===== config.mk =====
export PLATFORM = sky130hd
export DESIGN_NAME = proc_sequencer
export DESIGN_NICKNAME = d
export VERILOG_FILES = /design/src/rtl/proc_sequencer_pkg.sv /design/src/rtl/proc_sequencer_timer.sv /design/src/rtl/proc_sequencer.sv
export SDC_FILE = /design/constraint.sdc
export NUM_CORES = 1
export LEC_CHECK = 0
export BUFFER_PORTS_ARGS = -buffer_cell sky130_fd_sc_hd__clkbuf_2
export CORE_MARGIN = 2
export CORE_UTILIZATION = 45
export CTS_CLUSTER_DIAMETER = 150
export CTS_CLUSTER_SIZE = 25
export DETAILED_ROUTE_END_ITERATION = 12
export GPL_TIMING_DRIVEN = 0
export PLACE_DENSITY = 0.77
export SLEW_MARGIN = 20
export SYNTH_ARGS = -nofsm -noshare
export SYNTH_HDL_FRONTEND = slang
export SYNTH_SLANG_ARGS = --single-unit
export TNS_END_PERCENT = 100

===== constraint.sdc =====
create_clock -name clk -period 1.8 [get_ports clk]
set_input_delay 0.18 -clock clk [delete_from_list [all_inputs] [get_ports clk]]
set_output_delay 0.18 -clock clk [all_outputs]
set_load 0.02 [all_outputs]

===== src/rtl/proc_sequencer_pkg.sv =====
`default_nettype none
// ============================================================================
// proc_sequencer_pkg : decoder opcode constants plus sequencer encodings
// Revision 1.0
// ============================================================================
package proc_sequencer_pkg;

    // Opcode field ir[27:24] and fn field ir[31:28] values shared with the decoder
    localparam logic [3:0] OP_ALUR  = 4'b0000;
    localparam logic [3:0] OP_ALUI  = 4'b1000;
    localparam logic [3:0] OP_CMPR  = 4'b0010;
    localparam logic [3:0] OP_CMPI  = 4'b1010;
    localparam logic [3:0] OP_BCOND = 4'b0110;
    localparam logic [3:0] OP_SW    = 4'b0101;
    localparam logic [3:0] OP_LW    = 4'b1001;
    localparam logic [3:0] OP_JAL   = 4'b1011;
    localparam logic [3:0] FN_ADD   = 4'b0000;
    localparam logic [3:0] FN_SUB   = 4'b0001;

    typedef enum logic [2:0] {
        SEQ_IDLE   = 3'd0,
        SEQ_FETCH  = 3'd1,
        SEQ_DECODE = 3'd2,
        SEQ_EXEC   = 3'd3,
        SEQ_WB     = 3'd4,
        SEQ_HALT   = 3'd5,
        SEQ_TRAP   = 3'd6
    } seq_state_e;

    localparam logic [1:0] TRAP_NONE    = 2'd0;
    localparam logic [1:0] TRAP_ILLEGAL = 2'd1;
    localparam logic [1:0] TRAP_TIMEOUT = 2'd2;

    localparam int unsigned PC_STEP = 4;

    // Only the ALU/compare classes are executed by this sequencer
    function automatic logic is_legal_op(input logic [3:0] op);
        return op inside {OP_ALUR, OP_ALUI, OP_CMPR, OP_CMPI};
    endfunction

endpackage
`default_nettype wire


===== src/rtl/proc_sequencer_timer.sv =====
`default_nettype none
// ============================================================================
// seq_timer : loadable down-counter, tc high while the count is zero
// Revision 1.0
// ============================================================================
module seq_timer #(
    parameter int WIDTH = 8
) (
    input  logic             clk,
    input  logic             rst_n,
    input  logic             load,
    input  logic [WIDTH-1:0] load_val,
    input  logic             dec,
    output logic             tc
);

    logic [WIDTH-1:0] count_q;
    logic [WIDTH-1:0] count_d;

    always_comb begin
        count_d = count_q;
        if (load) begin
            count_d = load_val;
        end else if (dec && (count_q != '0)) begin
            count_d = count_q - 1'b1;
        end
    end

    always_ff @(posedge clk or negedge rst_n) begin
        if (!rst_n) begin
            count_q <= '0;
        end else begin
            count_q <= count_d;
        end
    end

    assign tc = (count_q == '0);

endmodule
`default_nettype wire


===== src/rtl/proc_sequencer.sv =====
`default_nettype none
// ============================================================================
// proc_sequencer : multi-cycle fetch/decode/exec/writeback control FSM
// Revision 1.0
// ============================================================================
module proc_sequencer
    import proc_sequencer_pkg::*;
#(
    parameter int                   WORD_SIZE    = 32,
    parameter logic [WORD_SIZE-1:0] RESET_PC     = '0,
    parameter int                   ALU_LATENCY  = 1,
    parameter int                   IMEM_TIMEOUT = 255
) (
    input  logic                 clk,
    input  logic                 rst_n,
    input  logic                 run,
    input  logic                 halt_req,
    output logic                 imem_req,
    output logic [WORD_SIZE-1:0] imem_addr,
    input  logic                 imem_ack,
    input  logic [WORD_SIZE-1:0] imem_rdata,
    output logic [WORD_SIZE-1:0] ir,
    input  logic                 dec_wrtEn,
    output logic                 rf_wrtEn,
    output logic [WORD_SIZE-1:0] pc,
    output logic [2:0]           state,
    output logic                 halted,
    output logic                 trap,
    output logic [1:0]           trap_cause,
    output logic [15:0]          retired
);

    // Timer stops at zero, so loading N-1 gives exactly N cycles in the state
    localparam logic [7:0] TMO_LOAD = 8'(IMEM_TIMEOUT - 1);
    localparam logic [7:0] LAT_LOAD = 8'(ALU_LATENCY - 1);

    seq_state_e           state_q, state_d;
    logic [WORD_SIZE-1:0] pc_q, pc_d;
    logic [WORD_SIZE-1:0] ir_q, ir_d;
    logic [15:0]          retired_q, retired_d;
    logic [1:0]           cause_q, cause_d;
    logic                 tmr_load, tmr_dec, tmr_tc;
    logic [7:0]           tmr_val;

    seq_timer #(.WIDTH(8)) u_timer (
        .clk      (clk),
        .rst_n    (rst_n),
        .load     (tmr_load),
        .load_val (tmr_val),
        .dec      (tmr_dec),
        .tc       (tmr_tc)
    );

    always_comb begin
        state_d   = state_q;
        pc_d      = pc_q;
        ir_d      = ir_q;
        retired_d = retired_q;
        cause_d   = cause_q;
        tmr_load  = 1'b0;
        tmr_val   = '0;
        tmr_dec   = 1'b0;
        case (state_q)
            SEQ_IDLE: begin
                if (run) begin
                    state_d  = SEQ_FETCH;
                    tmr_load = 1'b1;
                    tmr_val  = TMO_LOAD;
                end
            end
            SEQ_FETCH: begin
                if (imem_ack) begin
                    ir_d     = imem_rdata;
                    state_d  = SEQ_DECODE;
                    tmr_load = 1'b1;
                end else if (tmr_tc) begin
                    cause_d = TRAP_TIMEOUT;
                    state_d = SEQ_TRAP;
                end else begin
                    tmr_dec = 1'b1;
                end
            end
            SEQ_DECODE: begin
                if (is_legal_op(ir_q[27:24])) begin
                    state_d  = SEQ_EXEC;
                    tmr_load = 1'b1;
                    tmr_val  = LAT_LOAD;
                end else begin
                    cause_d = TRAP_ILLEGAL;
                    state_d = SEQ_TRAP;
                end
            end
            SEQ_EXEC: begin
                if (tmr_tc) begin
                    state_d = SEQ_WB;
                end else begin
                    tmr_dec = 1'b1;
                end
            end
            SEQ_WB: begin
                pc_d      = pc_q + WORD_SIZE'(PC_STEP);
                retired_d = retired_q + 16'd1;
                if (halt_req || !run) begin
                    state_d = SEQ_HALT;
                end else begin
                    state_d  = SEQ_FETCH;
                    tmr_load = 1'b1;
                    tmr_val  = TMO_LOAD;
                end
            end
            SEQ_HALT: begin
                if (run && !halt_req) begin
                    state_d  = SEQ_FETCH;
                    tmr_load = 1'b1;
                    tmr_val  = TMO_LOAD;
                end
            end
            SEQ_TRAP: begin
                state_d = SEQ_TRAP;
            end
            default: begin
                state_d = SEQ_IDLE;
            end
        endcase
    end

    always_ff @(posedge clk or negedge rst_n) begin
        if (!rst_n) begin
            state_q   <= SEQ_IDLE;
            pc_q      <= RESET_PC;
            ir_q      <= '0;
            retired_q <= '0;
            cause_q   <= TRAP_NONE;
        end else begin
            state_q   <= state_d;
            pc_q      <= pc_d;
            ir_q      <= ir_d;
            retired_q <= retired_d;
            cause_q   <= cause_d;
        end
    end

    assign imem_req   = (state_q == SEQ_FETCH);
    assign imem_addr  = pc_q;
    assign ir         = ir_q;
    assign rf_wrtEn   = (state_q == SEQ_WB) && dec_wrtEn;
    assign pc         = pc_q;
    assign state      = state_q;
    assign halted     = (state_q == SEQ_HALT);
    assign trap       = (state_q == SEQ_TRAP);
    assign trap_cause = cause_q;
    assign retired    = retired_q;

endmodule
`default_nettype wire


# Word level (Yosys, flattened, before mapping)
# Cells that the tools add are included.
[op_classes]
n_addsub = 3
eq_ne = 16
muxes = 27
reduce_logical = 16
[op_table]
columns = ["op", "n"]
rows = [
  ["$mux W8", 5],
  ["$add A32 B3 Y32 const B", 1],
  ["$pmux W8 S3", 1],
  ["$mux W3", 7],
  ["$pmux W3 S7", 1],
  ["$add A16 B1 Y16 const B", 1],
  ["$eq A3 B3 Y1 const B", 3],
  ["$eq A4 B4 Y1 const B", 2],
  ["$logic_not A8 Y1", 1],
  ["$ne A2 B2 Y1 const B", 4],
  ["$reduce_and A4 Y1", 2],
  ["$reduce_bool A8 Y1", 1],
  ["$sub A8 B1 Y8 const B", 1],
  ["$mux W1", 7],
  ["$eq A3 B2 Y1 const B", 2],
  ["$mux W2", 3],
  ["$pmux W1 S5", 1],
  ["$eq A4 B2 Y1 const B", 1],
  ["$logic_not A4 Y1", 1],
  ["$ne A2 B1 Y1 const B", 2],
  ["$pmux W2 S2", 1],
  ["$reduce_bool A2 Y1", 2],
  ["$reduce_bool A4 Y1", 1],
  ["$eq A3 B1 Y1 const B", 1],
  ["other kinds (7)", 10],
]
[word_totals]
regBits = 93
in_bits = 38
out_inout_bits = 121
word_cells = 68

# Longest topological paths before layout
# Gate-level depths: netlist of run 1.
[depth]
ltp_word = 7
ltp_mapped = 7
depth_no_buf = 6

# By module
# A second synthesis of run 1 with hierarchy kept.
[unflattened]
hier_cells = 387
hier_area_um2 = 4453.0
[modules_own_cells]
columns = ["module", "n_inst", "cells_each", "area_each_um2", "seq_area_each_um2"]
rows = [
  ["proc_sequencer", 1, 329, 3925.0, 2077.0],
  ["seq_timer", 1, 58, 528.0, 200.2],
]

# Worst setup path after synthesis of run 1
# No wires, ideal clock.
[synth_path]
path_kind = "reg2reg"
start = "reg u_timer.count_q[0]"
end = "reg u_timer.count_q[3]"
setup_time_ns = 0.136
arrival_ns = 1.583
t_required_ns = 1.664
path_slack_ns = 0.080
stages_incl_launch_ff = 8
path_buffers = 1
period_less_slack_ns = 1.720
cell_sequence = "dfrtp_1 > inv_1 > ha_1 > nor3b_1 > a211o_1 > buf_2 > o211ai_1 > o311ai_1"
[synth_via]
elab_chain_cells = 6
word_cells_on_any_way = 10
cone_classes = "add/sub: 1; mux: 5; reduce/logical: 4"
[synth_lines]
columns = ["item", "line_no", "source"]
rows = [
  ["start: declaration", "proc_sequencer_timer.sv:17", "logic [WIDTH-1:0] count_q;"],
  ["start signal: assignment", "proc_sequencer_timer.sv:33", "count_q <= count_d;"],
  ["parallel branches: the longest is 6 deep, another holds $sub A8 B1 Y8", "-", ""],
]
# Parallel ways; which one is timed is not known. The select of a mux whose other input is x is not followed.
# A chain may end at the register's enable or synchronous reset.

# Worst setup path after layout of run 1
[layout_path]
start = "reg u_timer.count_q[1]"
end = "reg u_timer.count_q[3]"
# Same word-level chain as after synthesis.

==> flow_summary.ini, run 1 <==
[yosys]
synth_async_sr_flop_share_pct = 100
seq_area_frac_synth_pct = 52.5
synth.mux.area_fraction_pct = 9.05
ys_top_cells_by_count = dfrtp_1 (91), buf_4 (34), mux2_2 (33), xnor2_1 (33), nand4_1 (21)
yosysMostFrequentCell = dfrtp_1
synth_area_leaders = dfrtp_1 (52%), mux2_2 (8.6%), xnor2_1 (6.7%)
synthSimpleGateAreaFrac_pct = 15.4
synth_top_area_cell = dfrtp_1
avgSynthCellArea_um2 = 11.7
synth_compound_area_share_pct = 4.82
synth_seq_cells = 91
synth_top_area_share_pct = 52.5
synthCells = 371
synth_area_mm2 = 0.00434
synth-edff-count = 0
synth_top_family_by_area = simple AND/OR/NAND/NOR gates
synthFlopType = dfrtp_1
yosysUniqueCellTypes = 48
synth.yosys.warnings = 0
synth_fa_ha_area_share_pct = 1.15
synth_xor_area_share_pct = 9.08

[worst_setup_path]
crit_start = u_timer.count_q[1]$_DFFE_PN0P_
crit_type = reg2reg
endpoint_kind = register
arrival_ps = 1970
r2r_start = u_timer.count_q[1]$_DFFE_PN0P_
cp_max_fo = 5
cp_data_required_time_ps = 2010
cp-start-kind = register

[sta]
fmax_ghz = 0.570
rsz0062_at_grt = yes
whs_ps = 48.4
fin_skew_ps = 11.1
min_period_over_period_pct = 97.4
setup_slack_ps = 46.5
finalMaxSlewViolations = 0
period_minus_slack_ps = 1750
worst_pin_slew_ps = 752
setup_viol = 0
hold_viol_final = 0
slew_headroom_pct = 49.9

[die]
placementRows = 35
boundaryPins = 159
die_w_um = 102
dieArea_mm2 = 0.0104
die_y_um = 102
start_util_pct = 46.7
coreArea_mm2 = 0.00928

[clocking]
path_clk_slew_ps = 100
root_buffer = clkbuf_8
cts_tree = yes
clock_latency_ps = 350
clockBufferDepth = 2
cts.sinks = 91
cts_buffers = 9
cts_htree_levels = 3

[power_and_ir_drop]
powerDensity_mw_per_mm2 = 1440
power_mw = 8.20
ir_drop_uv = 826
power.leakage_nw = 2.87

[detailed_routing]
vias = 3491
first_pass_iters = 4
drt-initial-drc-count = 124
drc = 0
vias_per_cell = 5.09
ant_nets = 0
wl_per_cell_um = 14.3
wl_mm = 9.83

[placed_design]
hpwl_mm = 7.03
port_buffers = 154
pre_cts_ws_ps = -204
dp_cells = 657
gp_routability_congestion = 0.842

[final_layout]
synthToLayoutAreaGrowth_pct = 31.3
fin_nets = 594
instances_no_fill = 686
drive_above_1_share_pct = 50.1
diodes = 0

[job]
cap_violations = 0

[min_path]
worstHoldStart = imem_rdata[14]
hp-class = in2reg

[global_route]
grt_first_pass_wirelength_mm = 15.6
grt_usage_pct = 18.9
grt_pass1_vias = 3300
antenna_found_initial = 0
grt_start_max_net_pins = 92
grt_overflow = 0

[status]
status = finished, final reports clean
[cell usage in the layout, fill, tap and decap left out, types with 4 or more instances in the layout]
| cell | n |
|---|---|
| xnor2_1 | 33 |
| o311ai_1 | 4 |
| dfrtp_2 | 4 |
| a21oi_1 | 5 |
| nand4_1 | 21 |
| nor2b_1 | 4 |
| dfrtp_1 | 87 |
| inv_1 | 7 |
| conb_1 | 4 |
| and3_1 | 6 |
| nand3_1 | 14 |
| buf_2 | 7 |
| buf_4 | 46 |
| xor2_1 | 12 |
| clkbuf_8 | 10 |
| mux2_2 | 33 |
| clkbuf_2 | 153 |
| nor3_1 | 6 |
| nand2_1 | 19 |
| o211ai_1 | 7 |
| nor2_1 | 11 |
[area by class of cell]
class	instances	area [um^2]
inverter	9	33.8
buffer	44	327
sequential	91	2280
multi-input combinational	230	1790
clock buffer	9	124
tap	129	161
clock inverter	7	106
fill	774	3580
timing repair buffer	167	877
[metal layers]
layer	track usage (%)	routed length (um)	vias to the layer above
met2	31.7	4880	132
met5	0	0	-
met3	4.45	593	14
met1	24.0	4220	1702
li1	-	-	1643
met4	7.28	138	0
[registers in the layout, indices dropped and copies added, names as in the netlist]
| register | count |
|---|---|
| imem_addr | 30 |
| ir | 32 |
| retired | 16 |
| state | 3 |
| trap_cause | 2 |
| u_timer.count_q | 8 |
[critical path: stages, from the launching register on]
cell      delay (ps)
dfrtp_1          380
inv_2             60
ha_4             160
nor3b_4          160
a211o_1          380
buf_6            160
o211ai_1         170
o311ai_1         140
[kinds of logic (layout without fill, tap and decap cells)]
kind of cell    Yosys count  count (layout)
mux                      35              35
simple gates            113             113
other cells               1               4
compound gates           29              29
flops                    91              91
fa+ha+maj                 4               4
xor+xnor                 45              45
buf+inv                  53             236
[power by group]
| group | internal, mW | leakage [nW] | total [mW] | switching [mW] |
|---|---|---|---|---|
| clock network | 0.810 | 0.117 | 1.60 | 0.792 |
| registers | 2.65 | 1.16 | 3.21 | 0.563 |
| logic | 1.49 | 1.59 | 3.39 | 1.90 |
[final timing paths]
kind / depth (start not counted) / slack [ps] / endpoint
max in group asynchronous: 2 / 810 / imem_addr[7]$_DFFE_PN0P_
setup / recovery: 7 / 50 / u_timer.count_q[3]$_DFFE_PN0P_
hold reg to reg: 1 / 470 / retired[15]$_DFFE_PN0P_
hold / removal: 2 / 50 / ir[14]$_DFFE_PN0P_
min in group asynchronous: 2 / 400 / retired[15]$_DFFE_PN0P_
setup reg to reg: 7 / 50 / u_timer.count_q[3]$_DFFE_PN0P_
[stage by stage]
step | setup TNS, ps | utilization, % | cell area (um^2)
2_1_floorplan | 0 | - | 4350
3_3_place_gp | -49420 | 56.9 | 5280
3_5_place_dp | -5220 | 57.0 | 5290
4_1_cts | 0 | 60.2 | 5590
5_1_grt | -57.7 | 61.4 | 5700
6_report | 0 | 61.4 | 5700
[timing repair]
item	4_1_cts	5_1_grt
buffers inserted	3	8
pin swaps	2	5
hold buffers	1	0
hold endpoints to repair	91	0
endpoints found under the setup margin	44	25
cloned	0	1
gates resized for setup	13	15
No activity file was read; power rests on OpenSTA's default activity.
==> run 2: changes to the inputs <==
Settings changed: CORE_UTILIZATION 45 to 50, PLACE_DENSITY 0.77 to 0.81.
Clock period 1.8 ns to 1.94 ns, I/O delays scaled along.
==> run 2 against run 1 <==
Compared with the run above: via count shrank 1.2%; count of clock-buffer cells in the layout grew 2; register-to-register slack gained 90 ps; combinational power shrank 12%; total power shrank 9.4%; first-iteration DRC count shrank 4.8%; global-route usage grew 2.0 points; critical path depth shrank 4; setup slack gained 34 ps; clock power shrank 8%; utilization grew 5.7 points; critical endpoint is now trap.
==> flow_summary.ini, run 2 (synthesis results as in run 1) <==
[status]
status = finished, final reports clean

[detailed_routing]
drc = 0
ant_nets = 0
first_pass_iters = 4
vias_per_cell = 5.28
wl_mm = 9.78
vias = 3450
drt-initial-drc-count = 118
wl_per_cell_um = 15.0

[final_layout]
largest_reg_flops = 32
instances_no_fill = 653
diodes = 0
fin_nets = 585
drive_above_1_share_pct = 48.0
mostFrequentLayoutCell = clkbuf_2
most-common-layout-cells = clkbuf_2 (155), dfrtp_1 (90), buf_4 (38)
synthToLayoutAreaGrowth_pct = 28.3
fill_cells = 691
fin_area_mm2 = 0.00557

[worst_setup_path]
cp_max_fo = 10
crit_start = state[1]$_DFFE_PN0P_
cp_num_buf_inv = 2
cp_data_required_time_ps = 1750
cp_top_family = flip-flops
cp-start-kind = register
cp_cell_sequence = clkbuf_2, nor3b_1, clkbuf_2
crit_slowest_cell = dfrtp_1
endpoint_kind = output port
r2r_start = u_timer.count_q[1]$_DFFE_PN0P_
arrival_ps = 1670
crit_type = reg2out
cp_slowest_stage_delay_ps = 560
cpMostUsedCell = clkbuf_2

[sta]
hold_viol_final = 0
period_minus_slack_ps = 1860
min_period_over_period_pct = 95.8
setup_viol = 0
fmax_ghz = 0.538
finalMaxSlewViolations = 0
worst_pin_slew_ps = 706
slew_headroom_pct = 52.9
setup_slack_ps = 80.7
whs_ps = 70.8
fin_skew_ps = 12.9

[placed_design]
hpwl_mm = 7.15
dp_cells = 633
gp_routability_congestion = 0.855
placedInstanceArea_mm2 = 0.00526
port_buffers = 154
pre_cts_ws_ps = -39.4

[clocking]
path_clk_slew_ps = 90
cts.sinks = 91
cts_tree = yes
root_buffer = clkbuf_8
cts_buffers = 9
clockBufferDepth = 2
clock_latency_ps = 350
cts_htree_levels = 3

[global_route]
grt_use_met1_pct = 26.7
antenna_found_initial = 0
grt_overflow = 0
use_met3_pct = 5.61
met2_usage_pct = 35.2
grt_start_max_net_pins = 92
grt.busiest_layer = met2
grt_usage_pct = 20.9
grt_first_pass_wirelength_mm = 16.4
grt_pass1_vias = 3402

[min_path]
hp-class = in2reg
worstHoldStart = imem_rdata[8]

[job]
cap_violations = 0

[power_and_ir_drop]
ir_drop_uv = 928
power.leakage_nw = 2.82
powerDensity_mw_per_mm2 = 1340
power_mw = 7.44

[die]
coreArea_mm2 = 0.00830
start_util_pct = 52.3
placementRows = 33
die_w_um = 97.2
dieArea_mm2 = 0.00944
boundaryPins = 159
die_y_um = 97.2
-- run 2: changes by cell type in the layout (fill, tap and decap cells not counted), moves of 3 or more --
cell	previous run	this run
buf_2	7	4
buf_4	46	38
dfrtp_1	87	90
dfrtp_2	4	1
-- run 2: area by class of cell --
type	instances	area, um^2	share of cell area, %
buffer	44	323	5.80
inverter	9	33.8	0.607
sequential	91	2280	40.9
clock buffer	11	151	2.72
clock inverter	5	82.6	1.48
multi-input combinational	230	1760	31.5
timing repair buffer	158	812	14.6
tap	105	131	2.36
-- run 2: what timing repair did --
item / 4_1_cts / 5_1_grt
hold buffers: 1 / 0
buffers inserted: 0 / 3
pin swaps: 0 / 1
resized for setup: 5 / 9
setup endpoints to repair: 6 / 48
endpoints found under the hold margin: 91 / 0
-- run 2: where the power goes --
part	internal, mW	switching [mW]
registers	2.45	0.527
clock network	0.804	0.670
logic	1.28	1.71
total	4.53	2.91
-- run 2: layer usage --
layer / part of all wire (%) / routed length (um) / vias up
li1: - / - / 1616
met1: 41 / 4040 / 1692
met2: 50 / 4910 / 134
met3: 7.7 / 749 / 8
met4: 0.86 / 84 / 0
met5: 0 / 0 / -
-- run 2: path summary, 6_finish.rpt --
kind	to	cells past startpoint	slack, ps
worst max-delay path	trap	3	80
worst min-delay path	ir[8]$_DFFE_PN0P_	2	70
worst max register to register	u_timer.count_q[3]$_DFFE_PN0P_	7	140
worst min register to register	retired[15]$_DFFE_PN0P_	1	480
max in group asynchronous	u_timer.count_q[0]$_DFFE_PN0P_	2	960
min in group asynchronous	trap_cause[1]$_DFFE_PN0P_	2	470
-- run 2: per-stage QoR --
stage                     TNS (ps)  util [%]
after global routing         -12.2      67.1
after CTS                        0      66.5
after global placement      -30960      63.3
final                            0      67.1
after floorplan                  0         -
after detailed placement     -52.8      63.4
